<file path="src/rtl/stream_mux_rr_if.sv">
// Bundle of the N input streams, the merged output stream and the arbiter status
// signals of stream_mux_rr. The slave modport is the mux side.
interface stream_mux_rr_if #(
  parameter int WIDTH = 16,
  parameter int N     = 4
);
  localparam int SELW = $clog2(N);

  logic [N*WIDTH-1:0] in_data;
  logic [N-1:0]       in_valid;
  logic [N-1:0]       in_last;
  logic [N-1:0]       in_ready;
  logic [SELW-1:0]    sel;
  logic [WIDTH-1:0]   out_data;
  logic               out_valid;
  logic               out_last;
  logic               out_ready;
  logic [SELW-1:0]    grant;
  logic               busy;

  modport master (
    output in_data, in_valid, in_last, sel, out_ready,
    input  in_ready, out_data, out_valid, out_last, grant, busy
  );

  modport slave (
    input  in_data, in_valid, in_last, sel, out_ready,
    output in_ready, out_data, out_valid, out_last, grant, busy
  );
endinterface

</file>
<file path="src/rtl/stream_mux_rr.sv">
// N-way packet-locking stream mux with round-robin or external-select arbitration
// and a single registered output stage.
module stream_mux_rr #(
  parameter int WIDTH = 16,
  parameter int N     = 4,
  parameter bit RR    = 1'b1
) (
  input  logic           clk,
  input  logic           rst_n,
  stream_mux_rr_if.slave bus
);
  localparam int SELW = $clog2(N);

  typedef enum logic {
    IDLE = 1'b0,
    LOCK = 1'b1
  } state_t;

  state_t            state_q, state_d;
  logic [SELW-1:0]   ptr_q, ptr_d;
  logic [SELW-1:0]   grant_q, grant_d;
  logic [SELW-1:0]   cand, scan, src;
  logic              cand_ok;
  logic              can_load;
  logic              load;
  logic [N-1:0]      ready_d;

  logic [WIDTH-1:0]  data_p1;
  logic              last_p1;
  logic              vld_p1;

  assign can_load = !vld_p1 || bus.out_ready;

  // Candidate for a new packet; only consulted while no packet is open.
  always_comb begin
    cand_ok = 1'b0;
    cand    = '0;
    scan    = '0;
    if (RR) begin
      // Walk downward so the nearest valid channel after ptr is the one left standing.
      for (int k = N; k >= 1; k--) begin
        scan = SELW'((int'(ptr_q) + k) % N);
        if (bus.in_valid[scan]) begin
          cand_ok = 1'b1;
          cand    = scan;
        end
      end
    end else if (int'(bus.sel) < N) begin
      if (bus.in_valid[bus.sel]) begin
        cand_ok = 1'b1;
        cand    = bus.sel;
      end
    end
  end

  always_comb begin
    state_d = state_q;
    ptr_d   = ptr_q;
    grant_d = grant_q;
    ready_d = '0;
    load    = 1'b0;
    src     = grant_q;
    case (state_q)
      IDLE: begin
        if (cand_ok && can_load) begin
          ready_d[cand] = 1'b1;
          load          = 1'b1;
          src           = cand;
          grant_d       = cand;
          if (bus.in_last[cand]) ptr_d   = cand;
          else                   state_d = LOCK;
        end
      end
      LOCK: begin
        ready_d[grant_q] = can_load;
        if (can_load && bus.in_valid[grant_q]) begin
          load = 1'b1;
          if (bus.in_last[grant_q]) begin
            state_d = IDLE;
            ptr_d   = grant_q;
          end
        end
      end
      default: state_d = IDLE;
    endcase
  end

  always_ff @(posedge clk or negedge rst_n) begin
    if (!rst_n) begin
      state_q <= IDLE;
      ptr_q   <= SELW'(N - 1);
      grant_q <= '0;
    end else begin
      state_q <= state_d;
      ptr_q   <= ptr_d;
      grant_q <= grant_d;
    end
  end

  // Output stage boundary (p1): one beat of latency.
  always_ff @(posedge clk or negedge rst_n) begin
    if (!rst_n) begin
      vld_p1  <= 1'b0;
      data_p1 <= '0;
      last_p1 <= 1'b0;
    end else if (load) begin
      vld_p1  <= 1'b1;
      data_p1 <= bus.in_data[src*WIDTH +: WIDTH];
      last_p1 <= bus.in_last[src];
    end else if (bus.out_ready) begin
      vld_p1  <= 1'b0;
    end
  end

  assign bus.in_ready  = ready_d;
  assign bus.out_data  = data_p1;
  assign bus.out_valid = vld_p1;
  assign bus.out_last  = last_p1;
  assign bus.grant     = grant_q;
  assign bus.busy      = (state_q == LOCK);
endmodule

</file>
<file path="src/flat_wrapper.sv">
// flat-port wrapper written by rule: the top's interface ports become plain ports
module stream_mux_rr_flat 
#(
  parameter int WIDTH = 16,
  parameter int N     = 4,
  parameter bit RR    = 1'b1
)
  (clk, rst_n, bus_in_data, bus_in_valid, bus_in_last, bus_sel, bus_out_ready, bus_in_ready, bus_out_data, bus_out_valid, bus_out_last, bus_grant, bus_busy);
  stream_mux_rr_if #(.WIDTH(WIDTH), .N(N)) bus_i ();
  input  logic clk;
  input  logic rst_n;
  input wire logic [$bits(bus_i.in_data)-1:0] bus_in_data;
  input wire logic [$bits(bus_i.in_valid)-1:0] bus_in_valid;
  input wire logic [$bits(bus_i.in_last)-1:0] bus_in_last;
  input wire logic [$bits(bus_i.sel)-1:0] bus_sel;
  input wire logic [$bits(bus_i.out_ready)-1:0] bus_out_ready;
  output wire logic [$bits(bus_i.in_ready)-1:0] bus_in_ready;
  output wire logic [$bits(bus_i.out_data)-1:0] bus_out_data;
  output wire logic [$bits(bus_i.out_valid)-1:0] bus_out_valid;
  output wire logic [$bits(bus_i.out_last)-1:0] bus_out_last;
  output wire logic [$bits(bus_i.grant)-1:0] bus_grant;
  output wire logic [$bits(bus_i.busy)-1:0] bus_busy;
  assign bus_i.in_data = bus_in_data;
  assign bus_i.in_valid = bus_in_valid;
  assign bus_i.in_last = bus_in_last;
  assign bus_i.sel = bus_sel;
  assign bus_i.out_ready = bus_out_ready;
  assign bus_in_ready = bus_i.in_ready;
  assign bus_out_data = bus_i.out_data;
  assign bus_out_valid = bus_i.out_valid;
  assign bus_out_last = bus_i.out_last;
  assign bus_grant = bus_i.grant;
  assign bus_busy = bus_i.busy;
  stream_mux_rr #(.WIDTH(WIDTH), .N(N), .RR(RR)) u_core (.clk(clk), .rst_n(rst_n), .bus(bus_i));
endmodule
</file>
<file path="config.mk">
export PLATFORM = sky130hd
export DESIGN_NAME = stream_mux_rr_flat
export DESIGN_NICKNAME = d
export VERILOG_FILES = /design/src/rtl/stream_mux_rr_if.sv /design/src/rtl/stream_mux_rr.sv /design/src/flat_wrapper.sv
export SDC_FILE = /design/constraint.sdc
export NUM_CORES = 1
export LEC_CHECK = 0
export ABC_CLOCK_PERIOD_IN_PS = 2650
export CAP_MARGIN = 5
export CORE_MARGIN = 2
export CORE_UTILIZATION = 37
export DETAILED_ROUTE_END_ITERATION = 10
export GPL_TIMING_DRIVEN = 1
export HOLD_SLACK_MARGIN = 0.15
export PLACE_DENSITY = 0.8
export REMOVE_ABC_BUFFERS = 1
export SETUP_SLACK_MARGIN = 0.1
export SYNTH_ARGS = -nofsm -noshare
export SYNTH_HDL_FRONTEND = slang
export SYNTH_SLANG_ARGS = --single-unit
</file>
<file path="constraint.sdc">
create_clock -name clk -period 2.65 [get_ports clk]
set_clock_uncertainty 0.2 [all_clocks]
set_input_delay 0.3975 -clock clk [delete_from_list [all_inputs] [get_ports clk]]
set_output_delay 0.3975 -clock clk [all_outputs]
set_load 0.02 [all_outputs]
</file>
=== Yosys cells after proc, flatten, opt, wreduce, memory -nomap -nowiden ===
Index checks and enable logic that the tools add are counted.

* Register bits: 23
* Input port bits: 77

* Bitwise operators: 2
* Order comparisons: 9
* Reduce and logical (&&, ||, !) cells: 8
* Equality and inequality tests: 4
* Multiplexer cells: 47
* Shift-type cells: 1
* $add $sub $neg: 4

{| class="wikitable"
|+ Operators with widths
! kind !! count
|-
| $shiftx 64x7->16 || 1
|-
| $mux 1 || 22
|-
| $lt 2x3->1 const B || 7
|-
| $mux 2 || 10
|-
| $bmux 1 s2 || 8
|-
| $pmux 4 s2 || 1
|-
| $add 2x1->2 const B || 2
|-
| $add 2x2->2 const B || 2
|-
| $and 4x4->4 || 1
|-
| $demux 1 s2 || 2
|-
| $ge 2x1->1 const B || 2
|-
| $logic_and 1x1->1 || 4
|-
| $mux 4 || 1
|-
| $ne 2x1->1 const B || 2
|-
| $ne 2x2->1 const B || 2
|-
| $pmux 1 s2 || 2
|-
| $pmux 2 s2 || 1
|-
| $reduce_and 4->1 || 1
|-
| $reduce_bool 2->1 || 1
|-
| $logic_not 1->1 || 1
|-
| $logic_or 1x1->1 || 1
|-
| $not 1->1 || 1
|}

=== Depth between registers and ports, before layout ===
Gate-level depths: netlist of the first run.

* Depth after elaboration: 13
* Depth in mapped cells: 9
* Depth with buffers taken out: 6

=== Worst setup path before layout of the first run ===
Ideal clock, no wire load.

* Path type: reg2reg
* From: register u_core.state_q (netlist: u_core.bus.busy)
* To: register u_core.data_p1[15] (netlist: u_core.bus.out_data[15])
* Stages on the path, launching flop included: 9
* Path buffers: 2
* Required time: 2320 ps
* Clock period less this slack: 2296 ps
* Setup slack: 354 ps
* Arrival time: 1966 ps
* Cells stage by stage: dfrtp_1 > buf_2 > inv_1 > nand2_1 > a21oi_2 > mux2_2 > nor2_1 > buf_4 > a221oi_2

* Cells in the longest elaborated chain, start to end: 2

{| class="wikitable"
|+ RTL lines
! item !! RTL line !! RTL
|-
| start, declared || stream_mux_rr.sv:19 || <nowiki>state_t state_q, state_d;</nowiki>
|-
| start signal, assigned || stream_mux_rr.sv:94 || <nowiki>state_q <= state_d;</nowiki>
|-
| $mux 2 / $not 1->1 (equally long branches) || stream_mux_rr.sv:63 || <nowiki>case (state_q)</nowiki>
|-
| $shiftx 64x7->16 / $pmux 1 s2 (equally long branches) || stream_mux_rr.sv:108, stream_mux_rr.sv:63 ||
|-
| end signal, assigned || stream_mux_rr.sv:108 || <nowiki>data_p1 <= bus.in_data[src*WIDTH +: WIDTH];</nowiki>
|-
| end, declared || stream_mux_rr.sv:28 || <nowiki>logic [WIDTH-1:0] data_p1;</nowiki>
|}

Several ways; a longest one is shown, not always the timed one.
A chain may end at the register's enable or synchronous reset.

=== Worst setup path in the final report of the first run ===
* From: input bus_in_valid[1]
* To: output bus_in_ready[2]

* Cells in the longest elaborated chain, start to end: 12

{| class="wikitable"
|+ RTL lines
! item !! RTL line !! RTL
|-
| start, declared || flat_wrapper.sv:13 || <nowiki>input wire logic [$bits(bus_i.in_valid)-1:0] bus_in_valid;</nowiki>
|-
| $bmux 1 s2 || stream_mux_rr.sv:43 || <nowiki>if (bus.in_valid[scan]) begin</nowiki>
|-
| $mux 1 (not written as such) || stream_mux_rr.sv:43 ||
|-
| $mux 2 (4 in a row) || stream_mux_rr.sv:43 ||
|-
| $lt 2x3->1 (not written as such) / $ge 2x1->1 (equally long branches) || stream_mux_rr.sv:66 || <nowiki>ready_d[cand] = 1'b1;</nowiki>
|-
| $logic_and 1x1->1 (not written as such) || stream_mux_rr.sv:66 ||
|-
| $mux 1 (not written as such) || stream_mux_rr.sv:66 ||
|-
| $demux 1 s2 || - ||
|-
| $mux 4 (*) || stream_mux_rr.sv:65 || <nowiki>if (cand_ok && can_load) begin</nowiki>
|-
| $pmux 4 s2 (*) || stream_mux_rr.sv:63 ||
|-
| end, declared || flat_wrapper.sv:17 || <nowiki>output wire logic [$bits(bus_i.in_ready)-1:0] bus_in_ready;</nowiki>
|}

Every way passes the cells marked *; elsewhere a longest branch is shown, timed or not. The select of a mux whose other input is x is not followed.

==> results by group, run 1 <==
Synthesis
  – Post-Syn Instances: 153
  – Synth top area cells: dfrtp_1, mux2i_1, a221oi_2
  – Yosys reg bits: 23
  – Synth unique cells: 32
  – Area leader, netlist: dfrtp_1
  – Top-area cell type share of the netlist area: 31.6%
  – Avg Cell Area, Syn: 10.9 um^2
  – Seq/Total Area, Yosys: between 30% and 40%
  – Syn. warnings: 0
  – Synthesized area: between 1500 and 2000 um^2

Timing
  – Period minus WS final: around 2.5 ns
  – Final Setup Violations: 0
  – Worst rel slew slack: around 79%
  – Final worst path period share: around 95%
  – Slew Viols, Final: 0
  – RSZ-0062 raised after global routing: no
  – Fin. Hold Viols: 0
  – Setup ws final: 0.144 ns
  – Fmax achieved: 399 MHz
  – Least-Margin Pin Slew: roughly 0.32 ns

Placement
  – PortBufs: just under 100
  – Dpl cell area: 2820 um^2
  – Dpl ws: -0.461 ns
  – Placed cell count: 315
  – Final HPWL DP: about 3800 um
  – Placer's final routability congestion estimate: 0.791

Floorplanning
  – # IOs: a little over 100
  – Die H: roughly 71 um
  – Die area: between 5000 and 6000 um^2
  – Total core area: around 4400 um^2
  – Initial Utilization: 38.2%
  – Row cnt: 24
  – Die Width: 71.0 um

Finish
  – Final instance area: 2940 um^2
  – Synth-to-Final Area Change: 77.1%
  – Most frequent cells in the layout: clkdlybuf4s50_1, mux2i_1, buf_4
  – FILL cells: 350
  – # diodes: 0
  – Share of cells above drive strength 1: 23.2%
  – Fin cells: 324
  – Footprint of the multi-input gates: roughly 1000 um^2
  – Sequential cell area: just under 600 um^2
  – # nets final: 350
  – Most common cell after layout, fill and taps aside: clkdlybuf4s50_1

Clock network
  – Number of buffers inserted during clock tree synthesis: 3
  – Clock transition at the registers of the reported paths: approximately 0.090 ns
  – CTS tree: built
  – Clk sink count: 23
  – Worst-skew pair later-pin latency: between 0.2 and 0.3 ns
  – Longest Clk Path Bufs: 2
  – H-tree levels: 1
  – Root cell of the clock tree: clkbuf_8

Flow run
  – Maxcap violations: 0

Worst setup path
  – Crit path DAT: ~1.9 ns
  – Worst-path maximum fanout: 4
  – Slowest CP cell: clkdlybuf4s50_1
  – Worst endpoint required time: 2.05 ns
  – Nature of the critical path endpoint: primary output
  – Crit start category: primary input
  – Crit Path Class: in2out
  – Crit-path cells: clkdlybuf4s50_1, nand2b_1, a21oi_1, a2111o_1, o22ai_1, buf_4
  – Worst path max stage delay: approximately 0.47 ns

Route
  – ANT nets after route: 0
  – Wire per inst: 15.1 um
  – Drt first-iter violations: 55
  – Routed wire length: 4880 um
  – Vias per std cell: about 5.3
  – DR vias: between 1500 and 2000
  – DR DRC count: 0
  – Drt first pass iters: 4

Pwr
  – VDD IR-drop max: between 0.5 and 0.6 mV
  – Tot Pwr: 3.44 mW
  – Pwr/cell area: 1170 nW/um^2
  – Pleak: approximately 1.3 nW

Global route
  – First-pass GRT wire length: 8160 um
  – GRT overflow: 0
  – Maximum number of pins on one net before global-route repair: 24
  – Initial antenna violation count: 0
  – GRT Util Overall: about a fifth
  – Vias in the first global route: approximately 1800

Run status
  – Status: finished, final reports clean

Min path
  – Min-delay worst type: in2async
repair_timing:
| action | CTS | global route |
|---|---|---|
| resized for setup | 16 | 15 |
| hold buffers | 0 | 0 |
| endpoints found under the setup margin | 22 | 9 |
| gates cloned | 0 | 0 |
| pin swaps | 0 | 7 |
| setup buffers | 0 | 5 |
kinds of logic (layout without fill, tap and decap cells):
family | Yosys count | count (layout) | synth area share [%]
AO/OA/AOI/OAI | 39 | 39 | 23.1
multiplexers | 42 | 42 | 25.7
flip-flops | 23 | 23 | 34.8
AND/OR/NAND/NOR | 37 | 37 | 9.94
buffers and inverters | 12 | 131 | 6.48
synth_stat cells:
library cell	instances
mux2i_1	37
o21a_1	1
buf_6	3
nor3_1	1
a2111o_1	1
a21o_1	4
dfstp_2	2
o21ai_0	1
o2111ai_1	1
nand2_1	8
buf_4	1
buf_2	3
nor2_1	21
inv_1	2
a21boi_0	1
dfrtp_1	21
buf_12	2
a22o_1	1
o22ai_1	6
mux2_2	3
nand2b_1	5
a21oi_2	1
nor2b_4	1
o211ai_1	1
a21oi_1	3
a221oi_1	5
mux2_1	2
clkbuf_1	1
and2_1	1
o221ai_2	1
a211oi_2	1
a221oi_2	11
flip-flops by register name (all words and copies together) (netlist names):
register / flops
u_core.bus.busy: 1
u_core.bus.grant: 2
u_core.bus.out_data: 16
u_core.bus.out_last: 1
u_core.bus.out_valid: 1
u_core.ptr_q: 2
per-layer routing:
metal / track usage [%] / wire, um
met5: 0 / 0
met1: 24.6 / 1960
met4: 4.19 / 50
met2: 35.0 / 2510
met3: 4.42 / 358
metrics by stage:
step	setup TNS (ns)	util [%]	hold WS, ns
finish	0	67.6	0.287
global route	0	67.6	0.312
CTS	0	65.9	0.293
detailed placement	-7.49	64.7	0.273
global placement	-6.47	64.7	0.269
floorplan	-2.77	-	-0.0981
critical path, delay by kind of cell:
kind | cells | cell delay [ns]
simple gates | 1 | 0.14
buf+inv | 2 | 0.64
compound gates | 3 | 0.72
final timing paths:
kind                                     start                      to  slack [ns]  cells after the start
max                            bus_in_valid[1]         bus_in_ready[2]        0.14                      6
min                                      rst_n  u_core.bus.out_data[4]        0.29                      2
max reg2reg                    u_core.ptr_q[0]         u_core.ptr_q[1]        0.25                      8
min reg2reg                u_core.bus.out_last     u_core.bus.out_last        0.29                      1
max in group asynchronous                rst_n         u_core.ptr_q[0]        1.68                      2
min in group clk           u_core.bus.out_last     u_core.bus.out_last        0.29                      1
power by group:
part | leakage (nW) | internal (mW) | switching [mW]
Clock | 0.0255 | 0.105 | 0.115
Combinational | 1.03 | 1.29 | 1.22
Sequential | 0.254 | 0.553 | 0.148
cell type report:
| cell class | instances | share of cell area (%) |
|---|---|---|
| clock buffer | 3 | 1.40 |
| clock inverter | 1 | 0.170 |
| inverter | 2 | 0.255 |
| multi-input combinational | 118 | 34.8 |
| sequential | 23 | 19.6 |
| tap | 52 | 2.21 |
| timing repair buffer | 125 | 41.5 |
No activity file was read; power rests on OpenSTA's default activity.
==> inputs of run 2 (changes only) <==
- CAP_MARGIN: 5 -> 25
==> results of run 2 <==
Final layout, timing and power as in run 1 (identical DEF).
==> inputs of run 3 (changes only) <==
- CORE_ASPECT_RATIO: default -> 1.4
==> results by group, run 3 (same netlist as run 1, synthesis figures left out) <==
Timing
  – Least-Margin Pin Slew: 0.322 ns (was 0.316 ns)
  – Final Setup Violations: 0 (unchanged)
  – Sum Neg Setup Slack: 0 ns (unchanged)
  – Fin. Hold Viols: 0 (unchanged)
  – Slew Viols, Final: 0 (unchanged)
  – RSZ-0062 raised after global routing: no (unchanged)
  – Period minus WS final: 2.48 ns (was 2.51 ns)
  – Worst rel slew slack: 78.5% (was 78.9%)
  – Final worst path period share: 93.5% (was 94.6%)
  – Setup ws final: 0.174 ns (was 0.144 ns)
  – Fmax achieved: 404 MHz (was 399 MHz)
  – Fin Hold WS: 0.289 ns (was 0.287 ns)

Placement
  – Placer's final routability congestion estimate: 0.885 (was 0.791)
  – PortBufs: 99 (unchanged)
  – Dpl cell area: 2860 um^2 (was 2820 um^2)
  – Placed cell count: 327 (was 315)
  – Dpl ws: -0.305 ns (was -0.461 ns)
  – Final HPWL DP: 3820 um (was 3800 um)

Worst setup path
  – R2R Setup Slk: 0.27 ns (was 0.25 ns)
  – Nature of the critical path endpoint: primary output (unchanged)
  – Worst endpoint required time: 2.05 ns (about the same)
  – CP Launch Point: bus_in_valid[0] (was bus_in_valid[1])
  – R2R cell count: 8 (unchanged)
  – Worst-path maximum fanout: 3 (was 4)
  – Crit path DAT: 1.88 ns (was 1.91 ns)
  – R2R Path End: u_core.ptr_q[0] (was u_core.ptr_q[1])
  – Crit Path Class: in2out (unchanged)
  – Crit start category: primary input (unchanged)
  – RR Startpoint: u_core.ptr_q[0] (unchanged)

Clock network
  – CTS tree: built (unchanged)
  – Number of buffers inserted during clock tree synthesis: 3 (unchanged)
  – Longest Clk Path Bufs: 2 (unchanged)
  – Worst-skew pair later-pin latency: 0.25 ns (was 0.26 ns)
  – H-tree levels: 1 (unchanged)
  – Root cell of the clock tree: clkbuf_8 (unchanged)
  – Hold_buf cts: 0 (unchanged)
  – Clk sink count: 23 (unchanged)
  – Clock transition at the registers of the reported paths: 0.08 ns (was 0.09 ns)

Route
  – DR vias: 1670 (was 1702)
  – Drt first pass iters: 4 (unchanged)
  – DR DRC count: 0 (unchanged)
  – ANT nets after route: 0 (unchanged)
  – Routed wire length: 4970 um (was 4880 um)
  – Vias per std cell: 5.03 (was 5.25)
  – Drt first-iter violations: 65 (was 55)
  – Wire per inst: 15.0 um (was 15.1 um)

Run status
  – Status: finished, final reports clean (unchanged)

Pwr
  – Pint: 1.99 mW (was 1.95 mW)
  – Power share of the sequential group: 19.9% (was 20.4%)
  – Pwr/cell area: 1170 nW/um^2 (about the same)
  – Sw Ratio: 43.1% (was 43.2%)
  – Clock share of power: 6.0% (was 6.4%)
  – Combinational power share: 74.0% (was 73.2%)
  – VDD IR-drop max: 0.542 mV (was 0.599 mV)
  – Pleak: 1.32 nW (was 1.31 nW)
  – Psw: 1.51 mW (was 1.49 mW)
  – Tot Pwr: 3.50 mW (was 3.44 mW)

Floorplanning
  – Die Width: 60.6 um (was 71.0 um)
  – # IOs: 102 (unchanged)
  – Total core area: 4270 um^2 (was 4350 um^2)
  – Initial Utilization: 38.9% (was 38.2%)
  – Row cnt: 28 (was 24)
  – Die area: 5050 um^2 (was 5040 um^2)
  – Die H: 83.3 um (was 71.0 um)

Finish
  – # diodes: 0 (unchanged)
  – Most common cell after layout, fill and taps aside: clkdlybuf4s50_1 (unchanged)
  – Fin cells: 332 (was 324)
  – # nets final: 350 (unchanged)
  – Share of cells above drive strength 1: 25.0% (was 23.2%)
  – Synth-to-Final Area Change: 79.7% (was 77.1%)
  – Final instance area: 2990 um^2 (was 2940 um^2)
  – Final core occ: 69.8% (was 67.6%)
  – Most frequent cells in the layout: clkdlybuf4s50_1, mux2i_1, buf_4 (unchanged)
  – Max reg flops: 16 (unchanged)

Global route
  – GRT overflow: 0 (unchanged)
  – Vias in the first global route: 1832 (was 1765)
  – GRT Util Overall: 19.9% (was 19.8%)
  – Initial antenna violation count: 0 (unchanged)
  – Maximum number of pins on one net before global-route repair: 24 (unchanged)
  – First-pass GRT wire length: 7940 um (was 8160 um)

Flow run
  – Maxcap violations: 0 (unchanged)

Min path
  – Min-delay worst type: in2async (unchanged)
==> run 3: worst max-delay path by stage <==
| stage | endpoint | slack (ns) | cells after the start |
|---|---|---|---|
| 3_3_place_gp | bus_in_ready[0] | -0.30 | 6 |
| 6_report | bus_in_ready[0] | 0.17 | 6 |
| 2_1_floorplan | u_core.bus.out_data[0] | -0.19 | 6 |
| 3_5_place_dp | bus_in_ready[2] | -0.31 | 6 |
| 4_1_cts | u_core.bus.out_data[13] | 0.1 | 10 |
| 5_1_grt | u_core.ptr_q[0] | 0.1 | 9 |
==> run 3: power by group through the flow <==
stage | Sequential (mW) | Combinational, mW | Clock [mW]
floorplan | 0.883 | 1.22 | 0
global placement | 0.682 | 2.47 | 0
detailed placement | 0.691 | 2.49 | 0
CTS | 0.691 | 2.49 | 0.218
global route | 0.722 | 2.79 | 0.232
finish | 0.698 | 2.59 | 0.210
==> run 3: critical path, stage by stage <==
cell	delay, ns
clkdlybuf4s50_1	0.48
inv_1	0.04
a21o_1	0.19
a2111o_1	0.43
o22ai_1	0.19
buf_4	0.16
==> run 3: cell type report <==
class	count	area (um^2)
clock buffer	4	45.0
fill	364	1290
inverter	2	7.51
multi-input combinational	118	1060
sequential	23	578
tap	60	75.1
timing repair buffer	125	1220
==> run 3: what timing repair did <==
| item | 4_1_cts | 5_1_grt |
|---|---|---|
| setup endpoints to repair | 7 | 22 |
| setup buffers | 0 | 1 |
| resized for setup | 16 | 21 |
| pin swaps | 0 | 5 |
==> run 3: routing by layer <==
layer | GRT usage [%] | routed length (um) | vias to the layer above
li1 | - | - | 821
met1 | 22.0 | 1870 | 769
met2 | 36.5 | 2690 | 72
met3 | 3.74 | 324 | 8
met4 | 6.13 | 89 | 0
met5 | 0 | 0 | -
